## config.mk

```make
export PLATFORM = sky130hd
export DESIGN_NAME = dsm_bitstream_tx
export DESIGN_NICKNAME = d
export VERILOG_FILES = /design/src/rtl/dsm_pkg.sv /design/src/rtl/dsm_bitstream_tx_mod2.sv /design/src/rtl/dsm_bitstream_tx.sv
export SDC_FILE = /design/constraint.sdc
export NUM_CORES = 1
export LEC_CHECK = 0
export CORE_ASPECT_RATIO = 1.2
export CORE_MARGIN = 10
export CORE_UTILIZATION = 45
export DETAILED_ROUTE_END_ITERATION = 10
export SLEW_MARGIN = 20
export SYNTH_ARGS = -nofsm -noshare
export SYNTH_HDL_FRONTEND = slang
export SYNTH_HIERARCHICAL = 1
export SYNTH_SLANG_ARGS = --single-unit
```

## constraint.sdc

```tcl
create_clock -name clk -period 8.4 [get_ports clk]
set_clock_uncertainty 0.15 [all_clocks]
set_input_delay 2.52 -clock clk [delete_from_list [all_inputs] [get_ports clk]]
set_output_delay 2.52 -clock clk [all_outputs]
set_load 0.01 [all_outputs]
```

## src/rtl/dsm_pkg.sv

```systemverilog
// Shared constants, types and saturation helper for the
// delta-sigma bitstream transmitter.
package dsm_pkg;

   localparam int WIDTH    = 12;
   localparam int OSR      = 512;
   localparam int CNT_W    = $clog2(OSR);
   localparam int ACC_W    = 16;
   localparam int EXT_W    = ACC_W + 2;
   localparam int MIDSCALE = 1 << (WIDTH - 1);

   typedef logic [WIDTH-1:0]        sample_t;
   typedef logic signed [ACC_W-1:0] acc_t;
   typedef logic signed [EXT_W-1:0] ext_t;

   function automatic acc_t sat_acc(input ext_t v);
      ext_t hi;
      ext_t lo;
      hi = ext_t'((2 ** (ACC_W - 1)) - 1);
      lo = -ext_t'(2 ** (ACC_W - 1));
      if (v > hi)
         return acc_t'(hi);
      else if (v < lo)
         return acc_t'(lo);
      else
         return acc_t'(v);
   endfunction

endpackage

```

## src/rtl/dsm_bitstream_tx_mod2.sv

```systemverilog
// Second-order delta-sigma core: two saturating integrators
// with 1-bit feedback into both stages.
module dsm_mod2_core
   import dsm_pkg::*;
(
   input  logic    clk,
   input  logic    rst_n,
   input  sample_t active_i,
   output logic    bit_o
);

   acc_t i1_q, i1_d;
   acc_t i2_q, i2_d;
   logic bit_q, bit_d;
   ext_t u, fb, s1, s2;

   always_comb begin
      u    = ext_t'($signed({1'b0, active_i})) - ext_t'(MIDSCALE);
      fb   = bit_q ? ext_t'(MIDSCALE) : -ext_t'(MIDSCALE);
      s1   = ext_t'(i1_q) + u - fb;
      i1_d = sat_acc(s1);
      // second stage sees the freshly updated first integrator
      s2   = ext_t'(i2_q) + ext_t'(i1_d) - fb;
      i2_d = sat_acc(s2);
      bit_d = ~i2_d[ACC_W-1];
   end

   always_ff @(posedge clk or negedge rst_n) begin
      if (!rst_n) begin
         i1_q  <= '0;
         i2_q  <= '0;
         bit_q <= 1'b0;
      end else begin
         i1_q  <= i1_d;
         i2_q  <= i2_d;
         bit_q <= bit_d;
      end
   end

   assign bit_o = bit_q;

endmodule

```

## src/rtl/dsm_bitstream_tx.sv

```systemverilog
// Frame-held sample buffering with load/ready handshake
// feeding a second-order delta-sigma modulator.
module dsm_bitstream_tx
   import dsm_pkg::*;
(
   input  logic             clk,
   input  logic             rst_n,
   input  logic [WIDTH-1:0] data_in,
   input  logic             load,
   output logic             ready,
   output logic             bit_out,
   output logic             frame_start,
   output logic             overrun
);

   logic [CNT_W-1:0] cnt_q, cnt_d;
   sample_t          pend_q, pend_d;
   sample_t          active_q, active_d;
   logic             pend_v_q, pend_v_d;
   logic             fs_q, fs_d;
   logic             ovr_q, ovr_d;
   logic             wrap;

   assign wrap = (cnt_q == CNT_W'(OSR - 1));

   always_comb begin
      cnt_d    = cnt_q + 1'b1;
      pend_d   = pend_q;
      pend_v_d = pend_v_q;
      active_d = active_q;
      ovr_d    = ovr_q;
      fs_d     = wrap;
      if (wrap && pend_v_q) begin
         active_d = pend_q;
         pend_v_d = 1'b0;
      end
      // a load at the boundary lands in pending only
      if (load && !pend_v_q) begin
         pend_d   = data_in;
         pend_v_d = 1'b1;
      end
      if (load && pend_v_q)
         ovr_d = 1'b1;
   end

   always_ff @(posedge clk or negedge rst_n) begin
      if (!rst_n) begin
         cnt_q    <= '0;
         pend_q   <= '0;
         pend_v_q <= 1'b0;
         active_q <= sample_t'(MIDSCALE);
         fs_q     <= 1'b0;
         ovr_q    <= 1'b0;
      end else begin
         cnt_q    <= cnt_d;
         pend_q   <= pend_d;
         pend_v_q <= pend_v_d;
         active_q <= active_d;
         fs_q     <= fs_d;
         ovr_q    <= ovr_d;
      end
   end

   dsm_mod2_core u_core (
      .clk      (clk),
      .rst_n    (rst_n),
      .active_i (active_q),
      .bit_o    (bit_out)
   );

   assign ready       = ~pend_v_q;
   assign frame_start = fs_q;
   assign overrun     = ovr_q;

endmodule

```

Word level (Yosys, flattened, before mapping)
Cells that the tools add are included.
{"block": "totals", "mem_count": 0, "romBits": 0, "in_bits": 15, "mem_bits_rw": 0, "latchBits": 0, "regBits": 69}
{"block": "classes", "eq_ne": 1, "n_reduce_logical": 5, "shifts": 0, "multipliers": 0, "mux": 7, "bitwise_logic": 2, "order_cmp": 4, "addsub": 6, "div_mod_pow": 0}
{"op": "two-way mux 16 bit", "count": 4}
{"op": "greater-than comparator 18 x 16 -> 1 bit (second input constant)", "count": 2}
{"op": "less-than comparator 18 x 16 -> 1 bit (second input constant)", "count": 2}
{"op": "subtractor 18 bit", "count": 2}
{"op": "two-way mux 18 bit", "count": 1}
{"op": "adder 16 x 13 -> 17 bit", "count": 1}
{"op": "adder 16 x 16 -> 17 bit", "count": 1}
{"op": "subtractor 12 x 12 -> 13 bit (second input constant)", "count": 1}
{"op": "adder 9 x 1 -> 9 bit (second input constant)", "count": 1}
{"op": "== test 9 bit (second input constant)", "count": 1}
{"op": "logical AND 1 bit", "count": 3}
{"op": "two-way mux 1 bit", "count": 2}
{"op": "NOT 1 bit", "count": 2}
{"op": "nonzero test 2 bit", "count": 1}
{"op": "zero test 1 bit", "count": 1}

Logic depth before layout (Yosys ltp)
Gate-level depths: netlist of run 1.
{"block": "depth", "word_depth": 12, "ltp_mapped": 41, "ltp_nobuf": 40}

Hierarchy
The synthesis of run 1 kept the hierarchy.
{"mod": "dsm_mod2_core", "area_each_um2": 3383.2, "cells_each": 374, "instances": 1}
{"mod": "dsm_bitstream_tx", "area_each_um2": 1405.1, "cells_each": 87, "instances": 1}

Least setup slack after synthesis of run 1
No wires, ideal clock.
{"block": "synth_timing", "kind": "register -> register", "start": "register active_q[0]", "end": "register u_core.i2_q[12]", "t_arrival_ps": 7440, "slack_ps": 691, "stages_incl_launch_ff": 41, "required_time_ps": 8132, "path_buffers": 3, "path_cell_list": "dfrtp_1 ha_1 inv_1 fa_1 nor2b_1 o21ai_0 nand2_1 a21o_1 a21o_1 a21oi_1 o21bai_1 a31oi_1 nand2b_1 a2111oi_0 o21ai_0 o31a_1 ha_1 buf_2 [... 5 more ...] clkbuf_1 a21oi_1 ha_1 inv_1 ha_1 a21o_4 a21o_1 a21o_1 a21oi_1 nor2b_1 or3_1 nand3_1 a21oi_1 a31o_2 a221o_1 a21o_1 buf_4 a21o_1"}
{"block": "synth_via", "elab_chain_cells": 11, "word_cells_on_any_way": 13}
{"item": "from (decl)", "line_no": "dsm_bitstream_tx.sv:18", "rtl": "sample_t active_q, active_d;"}
{"item": "from (signal assigned)", "line_no": "dsm_bitstream_tx.sv:51", "rtl": "active_q <= sample_t'(MIDSCALE);"}
{"item": "from (signal assigned)", "line_no": "dsm_bitstream_tx.sv:58", "rtl": "active_q <= active_d;"}
{"item": "subtractor 12 x 12 -> 13 bit *", "line_no": "dsm_bitstream_tx_mod2.sv:18", "rtl": "u = ext_t'($signed({1'b0, active_i})) - ext_t'(MIDSCALE);"}
{"item": "adder 16 x 13 -> 17 bit *", "line_no": "dsm_bitstream_tx_mod2.sv:20", "rtl": "s1 = ext_t'(i1_q) + u - fb;"}
{"item": "subtractor 18 bit *", "line_no": "dsm_bitstream_tx_mod2.sv:20"}
{"item": "less-than comparator 18 x 16 -> 1 bit", "line_no": "dsm_pkg.sv:23", "rtl": "else if (v < lo)"}
{"item": "two-way mux 16 bit", "line_no": "dsm_pkg.sv:23"}
{"item": "two-way mux 16 bit *", "line_no": "dsm_pkg.sv:21", "rtl": "if (v > hi)"}
{"item": "adder 16 x 16 -> 17 bit *", "line_no": "dsm_bitstream_tx_mod2.sv:23", "rtl": "s2 = ext_t'(i2_q) + ext_t'(i1_d) - fb;"}
{"item": "subtractor 18 bit *", "line_no": "dsm_bitstream_tx_mod2.sv:23"}
{"item": "less-than comparator 18 x 16 -> 1 bit", "line_no": "dsm_pkg.sv:23"}
{"item": "two-way mux 16 bit", "line_no": "dsm_pkg.sv:23"}
{"item": "two-way mux 16 bit *", "line_no": "dsm_pkg.sv:21"}
{"item": "named net u_core.i2_d[12]", "line_no": "dsm_bitstream_tx_mod2.sv:13", "rtl": "acc_t i2_q, i2_d;"}
{"item": "to (signal assigned)", "line_no": "dsm_bitstream_tx_mod2.sv:35", "rtl": "i2_q <= i2_d;"}
{"item": "to (decl)", "line_no": "dsm_bitstream_tx_mod2.sv:13"}
Mark *: on every way through the listed nets, which the timed path passes. The rest lies on a longest branch.
A chain may end at the register's enable or synchronous reset.

Worst setup path after layout of run 1
{"block": "layout_timing", "start": "register active_q[0]", "end": "register u_core.i2_q[1]"}
The elaborated chain is that of the path after synthesis.

==> metrics.txt, run 1 <==
# TYPE chip_impl_metric gauge
chip_impl_metric{name="final_routed_drc_violation_total",unit=""} 0
chip_impl_info{name="crit_path_end_kind",value="flip-flop"} 1
chip_impl_metric{name="cp_data_arrival_time",unit="ns"} 8.11
chip_impl_metric{name="timing_worst_slew_pin_value",unit="ns"} 0.8695
chip_impl_metric{name="clk_pin_slew_worst_paths",unit="ns"} 0.06
chip_impl_metric{name="detail-route-antenna-nets",unit=""} 0
chip_impl_metric{name="critPathMaxFanout",unit=""} 14
chip_impl_metric{name="tritoncts_num_sinks",unit=""} 69
chip_impl_metric{name="dieWidth",unit="um"} 114.2
chip_impl_metric{name="insertion_delay",unit="ns"} 0.33
chip_impl_metric{name="grt_pass1_vias",unit=""} 3501
chip_impl_metric{name="first_pass_iters",unit=""} 4
chip_impl_info{name="critical_path.most_common_cell",value="ha_1"} 1
chip_impl_metric{name="syn_inst",unit=""} 461
chip_impl_info{name="sort_of_element_at_the_start_of_the_critical_path",value="flip-flop"} 1
chip_impl_metric{name="cts-buffers-inserted",unit=""} 9
chip_impl_metric{name="antenna_found_initial",unit=""} 0
chip_impl_info{name="yosys.cell_count.top_type",value="dfrtp_1"} 1
chip_impl_metric{name="number_of_levels_the_h_tree_was_split_into",unit=""} 3
chip_impl_info{name="slowest_stage",value="a2111oi_4"} 1
chip_impl_metric{name="sequential_share_of_the_synthesized_area",unit=""} 0.3609
chip_impl_metric{name="design.portCount",unit=""} 19
chip_impl_metric{name="fmaxAchievable",unit="MHz"} 125.3
chip_impl_metric{name="power_density",unit="mW/mm2"} 135.3
chip_impl_metric{name="post-route-min-period",unit="ns"} 7.981
chip_impl_info{name="synth_area_leaders",value="dfrtp_1 36%, ha_1 13%, a21o_1 6.1%"} 1
chip_impl_metric{name="antenna_cells",unit=""} 0
chip_impl_info{name="worstSetupStartpoint",value="active_q[0]"} 1
chip_impl_metric{name="leakage",unit="nW"} 3.052
chip_impl_metric{name="core",unit="mm2"} 0.01047
chip_impl_info{name="path_class",value="reg2reg"} 1
chip_impl_metric{name="ff2ff_path_depth",unit=""} 40
chip_impl_metric{name="slew_viol_final",unit=""} 0
chip_impl_metric{name="die_area",unit="mm2"} 0.01518
chip_impl_metric{name="placement_rows",unit=""} 41
chip_impl_metric{name="ir_worst_vdd",unit="V"} 0.00007730
chip_impl_metric{name="p_int",unit="mW"} 0.6020
chip_impl_metric{name="post-route-period-util",unit=""} 0.9502
chip_impl_metric{name="hold_slack",unit="ns"} 0.3112
chip_impl_metric{name="timing_hold_violations_final",unit=""} 0
chip_impl_metric{name="p_seq_frac",unit=""} 0.447
chip_impl_metric{name="routed_wire_length_per_instance",unit="um"} 14.77
chip_impl_metric{name="grt_start_max_net_pins",unit=""} 70
chip_impl_metric{name="setup_viol",unit=""} 0
chip_impl_metric{name="cp_data_required_time",unit="ns"} 8.52
chip_impl_metric{name="max_slew_margin",unit=""} 0.4203
chip_impl_metric{name="grt_pass1_wl",unit="mm"} 16.35
chip_impl_metric{name="yosys_register_bits",unit=""} 69
chip_impl_metric{name="finalNetCount",unit=""} 570
chip_impl_metric{name="postRouteWirelength",unit="mm"} 9.319
chip_impl_info{name="endpoint_of_the_most_critical_setup_path",value="u_core/i2_q[1]"} 1
chip_impl_metric{name="p_switching",unit="mW"} 0.1523
chip_impl_metric{name="syn_area_per_cell",unit="um2"} 10.39
chip_impl_metric{name="finalWeightedCongestion",unit=""} 0.8009
chip_impl_metric{name="drt_first_iter_violations",unit=""} 127
chip_impl_metric{name="globalRouteTotalUtil",unit=""} 0.1299
chip_impl_metric{name="hpwlAfterDp",unit="mm"} 6.911
chip_impl_metric{name="synth-edff-count",unit=""} 0
chip_impl_metric{name="synth.top_cell.area_share",unit=""} 0.3554
chip_impl_info{name="unrepaired_setup_endpoints_after_global_routing",value="false"} 1
chip_impl_info{name="cts_tree",value="done"} 1
chip_impl_metric{name="syn_area",unit="mm2"} 0.004788
chip_impl_metric{name="grt_remaining_overflow",unit=""} 0
chip_impl_metric{name="netSwitchingFraction",unit=""} 0.2019
chip_impl_metric{name="max-clock-path-buffers",unit=""} 2
chip_impl_metric{name="synth_async_sr_flop_share",unit=""} 1.000
chip_impl_metric{name="crit_path_largest_cell_delay",unit="ns"} 0.40
chip_impl_metric{name="timing.reg2reg.setup_slack",unit="ns"} 0.42
chip_impl_metric{name="finalSetupTns",unit="ns"} 0
chip_impl_metric{name="post-route-util",unit=""} 0.5329
chip_impl_metric{name="comb_power_share",unit=""} 0.021
chip_impl_info{name="synth_top_cells_by_count",value="68 x dfrtp_1, 64 x inv_1, 51 x ha_1, 39 x a21o_1, 28 x a21oi_1"} 1
chip_impl_info{name="synth_top_cell_by_area",value="dfrtp_1"} 1
chip_impl_metric{name="synthesis.nets",unit=""} 533
chip_impl_info{name="synthFlopType",value="dfrtp_1"} 1
chip_impl_info{name="reg2reg_to",value="u_core/i2_q[1]"} 1
chip_impl_info{name="timing.hold.worst.class",value="reg2reg"} 1
chip_impl_metric{name="count_of_input_and_output_buffers",unit=""} 18
chip_impl_metric{name="layout.filler_cells",unit=""} 969
chip_impl_metric{name="synth.lib_cells_used.distinct",unit=""} 61
chip_impl_metric{name="vias",unit=""} 3325
chip_impl_metric{name="start_util",unit=""} 0.4576
chip_impl_info{name="run_status",value="finished, final reports clean"} 1
chip_impl_metric{name="power_frac_clock",unit=""} 0.532
chip_impl_metric{name="floorplan.die.height",unit="um"} 133
chip_impl_metric{name="synthToLayoutAreaGrowth",unit="%"} 16.46
chip_impl_info{name="cts.root.buffer_cell",value="clkbuf_16"} 1
chip_impl_metric{name="drv_cap",unit=""} 0
chip_impl_metric{name="ys_warn_count",unit=""} 6
chip_impl_info{name="worst_r2r_startpoint",value="active_q[0]"} 1
chip_impl_metric{name="via_count_normalized_by_instance_count",unit=""} 5.269
chip_impl_metric{name="post_route_cells_drive_above_1_share",unit=""} 0.1892
worst min path at each step:
stage / cells after the start / from / slack, ns / to
2_1_floorplan: 1 / cnt_q[6] / 0.29 / cnt_q[6]
3_5_place_dp: 1 / overrun / 0.30 / overrun
6_report: 1 / overrun / 0.31 / overrun
5_1_grt: 1 / overrun / 0.34 / overrun
3_3_place_gp: 1 / overrun / 0.29 / overrun
4_1_cts: 1 / overrun / 0.32 / overrun
registers in the layout, indices dropped and copies added (netlist names):
| name | count |
|---|---|
| u_core/i1_q | 16 |
| u_core/bit_o | 1 |
| overrun | 1 |
| cnt_q | 9 |
| u_core/i2_q | 16 |
| frame_start | 1 |
| pend_v_q | 1 |
| pend_q | 12 |
| active_q | 12 |
per-stage QoR:
stage,setup WS (ns),cells,instance area [um2],total power [mW]
finish,0.4186,631,5577,0.7543
global route,0.006644,631,5577,0.7821
CTS,0.08157,624,5445,0.7657
detailed placement,0.03984,609,5131,0.3597
global placement,0.1540,609,5131,0.3594
floorplan,0.6915,461,4788,0.3453
critical path: cells and delay by family, from the launching register on:
| family | cells | cell delay (ns) |
|---|---|---|
| DFF | 1 | 0.38 |
| buffers and inverters | 4 | 0.51 |
| and+or+nand+nor | 10 | 1.84 |
| xor gates and xnor gates | 3 | 0.46 |
| AOI/OAI and AO/OA | 18 | 3.22 |
| adders and majority gates | 5 | 1.37 |
routing by layer:
metal,wire [um],global-route usage,part of all wire,up-vias
met2,4774,0.2136,0.51,23
met5,0,0,0,-
met4,138,0.05579,0.015,0
met3,195,0.02985,0.021,11
met1,4211,0.1577,0.45,1615
li1,-,-,-,1676
kinds of logic (layout without fill, tap and decap cells):
family	Yosys count	after routing	share of synthesized area
compound gates	123	123	0.1892
simple gates	77	77	0.08832
buf+inv	73	114	0.06454
flops	69	69	0.3609
fa+ha+maj	57	57	0.1583
xor+xnor	37	37	0.07160
mux	25	25	0.06715
power groups by stage:
stage          Clock, mW  Combinational [mW]  Sequential, mW
6_report           0.401              0.0158           0.337
5_1_grt            0.427              0.0179           0.337
4_1_cts            0.412              0.0166           0.337
3_5_place_dp           0              0.0165           0.343
3_3_place_gp           0              0.0163           0.343
2_1_floorplan          0             0.00284           0.342
area by class of cell:
cell class | count | area [um2] | share of cell area
sequential | 69 | 1728 | 0.3099
clock buffer | 9 | 225.2 | 0.04039
inverter | 64 | 240.2 | 0.04308
tap | 129 | 161.4 | 0.02894
clock inverter | 6 | 87.58 | 0.01571
multi-input combinational | 319 | 2820 | 0.5057
timing repair buffer | 35 | 314.1 | 0.05632
what timing repair did:
| action | 4_1_cts | 5_1_grt |
|---|---|---|
| buffers inserted | 0 | 6 |
| pin swaps | 0 | 6 |
| resized for setup | 1 | 16 |
| setup endpoints to repair | 2 | 15 |
| hold buffers | 0 | 0 |
| cloned | 0 | 1 |
layout by cell type, fill, tap and decap left out, types with 14 or more instances in the layout:
| cell type | instances |
|---|---|
| buf_4 | 14 |
| xor2_1 | 15 |
| dfrtp_1 | 68 |
| ha_1 | 50 |
| mux2_2 | 14 |
| a21oi_1 | 26 |
| clkdlybuf4s50_1 | 17 |
| xnor2_1 | 19 |
| inv_1 | 64 |
| nor2_1 | 18 |
| a21o_1 | 38 |
No activity file was read; power rests on OpenSTA's default activity.
==> run 2: changes to the inputs <==
Settings changed: SYNTH_HIERARCHICAL 1 to unset.
==> metrics.txt, run 2 <==
# TYPE chip_impl_metric gauge
chip_impl_info{name="cts.root.buffer_cell",value="clkbuf_16"} 1
chip_impl_info{name="timing.hold.worst.class",value="reg2reg"} 1
chip_impl_info{name="timing.critical_path.max_delay_family",value="simple AND/OR/NAND/NOR gates"} 1
chip_impl_metric{name="synth-edff-count",unit=""} 0
chip_impl_metric{name="cts-buffers-inserted",unit=""} 9
chip_impl_metric{name="grt_pass1_wl",unit="mm"} 14.92
chip_impl_metric{name="final_routed_drc_violation_total",unit=""} 0
chip_impl_metric{name="placement_rows",unit=""} 39
chip_impl_info{name="critical_path.most_common_cell",value="o21ai_2"} 1
chip_impl_metric{name="ir_worst_vdd",unit="V"} 0.00008135
chip_impl_metric{name="via_count_normalized_by_instance_count",unit=""} 5.367
chip_impl_info{name="hold_path.startpoint",value="overrun"} 1
chip_impl_metric{name="yosys_register_bits",unit=""} 69
chip_impl_metric{name="drt_first_iter_violations",unit=""} 95
chip_impl_metric{name="cp_data_required_time",unit="ns"} 8.46
chip_impl_info{name="reg2reg_to",value="u_core.i2_q[11]"} 1
chip_impl_metric{name="post-route-min-period",unit="ns"} 7.927
chip_impl_metric{name="ff2ff_path_depth",unit=""} 37
chip_impl_metric{name="syn_area_per_cell",unit="um2"} 10.66
chip_impl_metric{name="sequential_share_of_the_synthesized_area",unit=""} 0.3840
chip_impl_metric{name="syn_area",unit="mm2"} 0.004499
chip_impl_metric{name="crit_path_largest_cell_delay",unit="ns"} 0.53
chip_impl_metric{name="cts_hold_repair.buffers",unit=""} 0
chip_impl_metric{name="first_pass_iters",unit=""} 4
chip_impl_metric{name="floorplan.die.height",unit="um"} 129.5
chip_impl_info{name="mostFrequentLayoutCell",value="dfrtp_1"} 1
chip_impl_metric{name="cell_count_of_the_worst_hold_path",unit=""} 1
chip_impl_metric{name="synthToLayoutAreaGrowth",unit="%"} 21.05
chip_impl_info{name="synth_top_cell_by_area",value="dfrtp_1"} 1
chip_impl_metric{name="multi_input_area",unit="mm2"} 0.002771
chip_impl_info{name="cts_tree",value="done"} 1
chip_impl_info{name="layout_top_registers",value="u_core.i1_q: 16 flops, u_core.i2_q: 16 flops"} 1
chip_impl_metric{name="count_of_input_and_output_buffers",unit=""} 18
chip_impl_info{name="sort_of_element_at_the_start_of_the_critical_path",value="flip-flop"} 1
chip_impl_metric{name="drv_cap",unit=""} 0
chip_impl_metric{name="hold_slack",unit="ns"} 0.3158
chip_impl_metric{name="leakage",unit="nW"} 2.663
chip_impl_metric{name="design.portCount",unit=""} 19
chip_impl_metric{name="insertion_delay",unit="ns"} 0.34
chip_impl_metric{name="antenna_found_initial",unit=""} 0
chip_impl_metric{name="post-route-util",unit=""} 0.5637
chip_impl_metric{name="synth.top_cell.area_share",unit=""} 0.3782
chip_impl_metric{name="critPathBufInv",unit=""} 3
chip_impl_metric{name="grt_remaining_overflow",unit=""} 0
chip_impl_info{name="yosys.cell_count.top_type",value="dfrtp_1"} 1
chip_impl_metric{name="grt_pass1_vias",unit=""} 3166
chip_impl_metric{name="regArea",unit="mm2"} 0.001728
chip_impl_info{name="synthFlopType",value="dfrtp_1"} 1
chip_impl_metric{name="post-route-period-util",unit=""} 0.9437
chip_impl_info{name="slowest_stage",value="or4b_1"} 1
chip_impl_info{name="worstSetupStartpoint",value="active_q[1]"} 1
chip_impl_metric{name="clk_pin_slew_worst_paths",unit="ns"} 0.06
chip_impl_metric{name="number_of_levels_the_h_tree_was_split_into",unit=""} 3
chip_impl_metric{name="tritoncts_num_sinks",unit=""} 69
chip_impl_metric{name="hpwlAfterDp",unit="mm"} 6.619
chip_impl_metric{name="dieWidth",unit="um"} 111.3
chip_impl_metric{name="grt_start_max_net_pins",unit=""} 70
chip_impl_metric{name="finalNetCount",unit=""} 531
chip_impl_metric{name="syn_inst",unit=""} 422
chip_impl_metric{name="vias",unit=""} 3177
chip_impl_info{name="run_status",value="finished, final reports clean"} 1
chip_impl_metric{name="max_slew_margin",unit=""} 0.4159
chip_impl_metric{name="slew_viol_final",unit=""} 0
chip_impl_metric{name="postRouteWirelength",unit="mm"} 9.047
chip_impl_info{name="min_delay_worst_endpoint",value="overrun"} 1
chip_impl_metric{name="power_density",unit="mW/mm2"} 144.9
chip_impl_metric{name="timing.reg2reg.setup_slack",unit="ns"} 0.47
chip_impl_metric{name="synthesis.nets",unit=""} 489
chip_impl_info{name="synth_area_leaders",value="dfrtp_1 38%, ha_1 13%, mux2_2 6.3%"} 1
chip_impl_info{name="mostFrequentLayoutCells",value="68 x dfrtp_1, 47 x ha_1, 25 x mux2_2"} 1
chip_impl_metric{name="setup_viol",unit=""} 0
chip_impl_info{name="crit_path_end_kind",value="flip-flop"} 1
chip_impl_info{name="path_class",value="reg2reg"} 1
chip_impl_info{name="worst_r2r_startpoint",value="active_q[1]"} 1
chip_impl_metric{name="finalWeightedCongestion",unit=""} 0.8435
chip_impl_metric{name="fmaxAchievable",unit="MHz"} 126.1
chip_impl_metric{name="start_util",unit=""} 0.4657
chip_impl_metric{name="globalRouteTotalUtil",unit=""} 0.1243
chip_impl_metric{name="antenna_cells",unit=""} 0
chip_impl_metric{name="synth.lib_cells_used.distinct",unit=""} 61
chip_impl_metric{name="post_route_cells_drive_above_1_share",unit=""} 0.2388
chip_impl_metric{name="timing_worst_slew_pin_value",unit="ns"} 0.8762
chip_impl_metric{name="core",unit="mm2"} 0.009662
chip_impl_metric{name="ys_warn_count",unit=""} 0
chip_impl_info{name="synth_top_cells_by_count",value="68 x dfrtp_1, 48 x ha_1, 28 x a21oi_1, 25 x mux2_2, 23 x nand2_1"} 1
chip_impl_metric{name="layout.filler_cells",unit=""} 832
chip_impl_metric{name="max-clock-path-buffers",unit=""} 2
chip_impl_metric{name="timing_hold_violations_final",unit=""} 0
chip_impl_metric{name="cp_data_arrival_time",unit="ns"} 7.99
chip_impl_metric{name="synth_async_sr_flop_share",unit=""} 1.000
chip_impl_metric{name="detail-route-antenna-nets",unit=""} 0
chip_impl_metric{name="die_area",unit="mm2"} 0.01441
chip_impl_metric{name="routed_wire_length_per_instance",unit="um"} 15.28
chip_impl_metric{name="critPathMaxFanout",unit=""} 7
==> run 2: repair_timing <==
action                     in CTS  in global routing
resized for setup               5                 30
setup endpoints to repair      15                 15
setup buffers                   0                  5
cloned                          0                  1
pin swaps                       0                 10
==> run 2: cells by family (layout without fill, tap and decap cells) <==
group | after synthesis | count (layout) | synth area share
flip-flops | 69 | 69 | 0.3840
multiplexers | 26 | 26 | 0.06479
adder cells (fa/ha/maj) | 52 | 52 | 0.1513
XOR/XNOR | 32 | 32 | 0.06229
buffers and inverters | 28 | 75 | 0.02809
AND/OR/NAND/NOR | 86 | 86 | 0.1037
AO/OA/AOI/OAI | 129 | 129 | 0.2058
==> run 2: per-layer routing <==
layer / up-vias / routed length [um] / GRT usage / share of wire
met2: 32 / 4311 / 0.2033 / 0.48
met4: 0 / 156 / 0.05980 / 0.017
met1: 1504 / 4352 / 0.1525 / 0.48
met5: - / 0 / 0 / 0
li1: 1629 / - / - / -
met3: 12 / 226 / 0.02816 / 0.025
==> run 2: area by class of cell <==
| cell class | count | share of cell area |
|---|---|---|
| clock buffers | 9 | 0.04135 |
| clock inverters | 7 | 0.02228 |
| inverters | 21 | 0.01447 |
| multi-input cells | 325 | 0.5088 |
| flip-flops and latches | 69 | 0.3173 |
| well taps | 123 | 0.02826 |
| repair buffers | 38 | 0.06754 |
==> run 2: where the power goes <==
group | internal, mW | switching (mW) | total (mW) | leakage (nW)
Clock | 0.291 | 0.146 | 0.437 | 0.170
Combinational | 0.00788 | 0.00767 | 0.0156 | 1.60
Sequential | 0.335 | 0.00144 | 0.337 | 0.897
==> run 2: worst max path at each step <==
stage                                  to  slack (ns)  cells after the start
after detailed placement   u_core.i2_q[2]       -0.16                     38
final                     u_core.i2_q[11]        0.47                     37
after global routing      u_core.i2_q[14]      -0.009                     39
after global placement     u_core.i2_q[4]       -0.02                     38
after CTS                  u_core.i2_q[3]        0.06                     36
after floorplan           u_core.i2_q[10]        0.41                     39
==> run 2: worst reg2reg max path, delay by kind of cell, from the launching register on <==
| family | cells | cell delay, ns |
|---|---|---|
| AOI/OAI and AO/OA | 17 | 2.44 |
| and+or+nand+nor | 11 | 2.52 |
| adders and majority gates | 5 | 1.66 |
| buffers and inverters | 3 | 0.46 |
| xor gates and xnor gates | 1 | 0.17 |
| DFF | 1 | 0.41 |
==> run 2: stage by stage <==
stage / cell area [um2] / setup TNS (ns) / setup WS (ns) / cells / total power [mW]
after floorplan: 4499 / 0 / 0.4144 / 422 / 0.3451
after global placement: 4898 / -0.04007 / -0.01936 / 570 / 0.3586
after detailed placement: 4898 / -1.906 / -0.1593 / 570 / 0.3592
after CTS: 5261 / 0 / 0.05542 / 586 / 0.8015
after global routing: 5446 / -0.02982 / -0.009055 / 592 / 0.8126
final: 5446 / 0 / 0.4726 / 592 / 0.7892
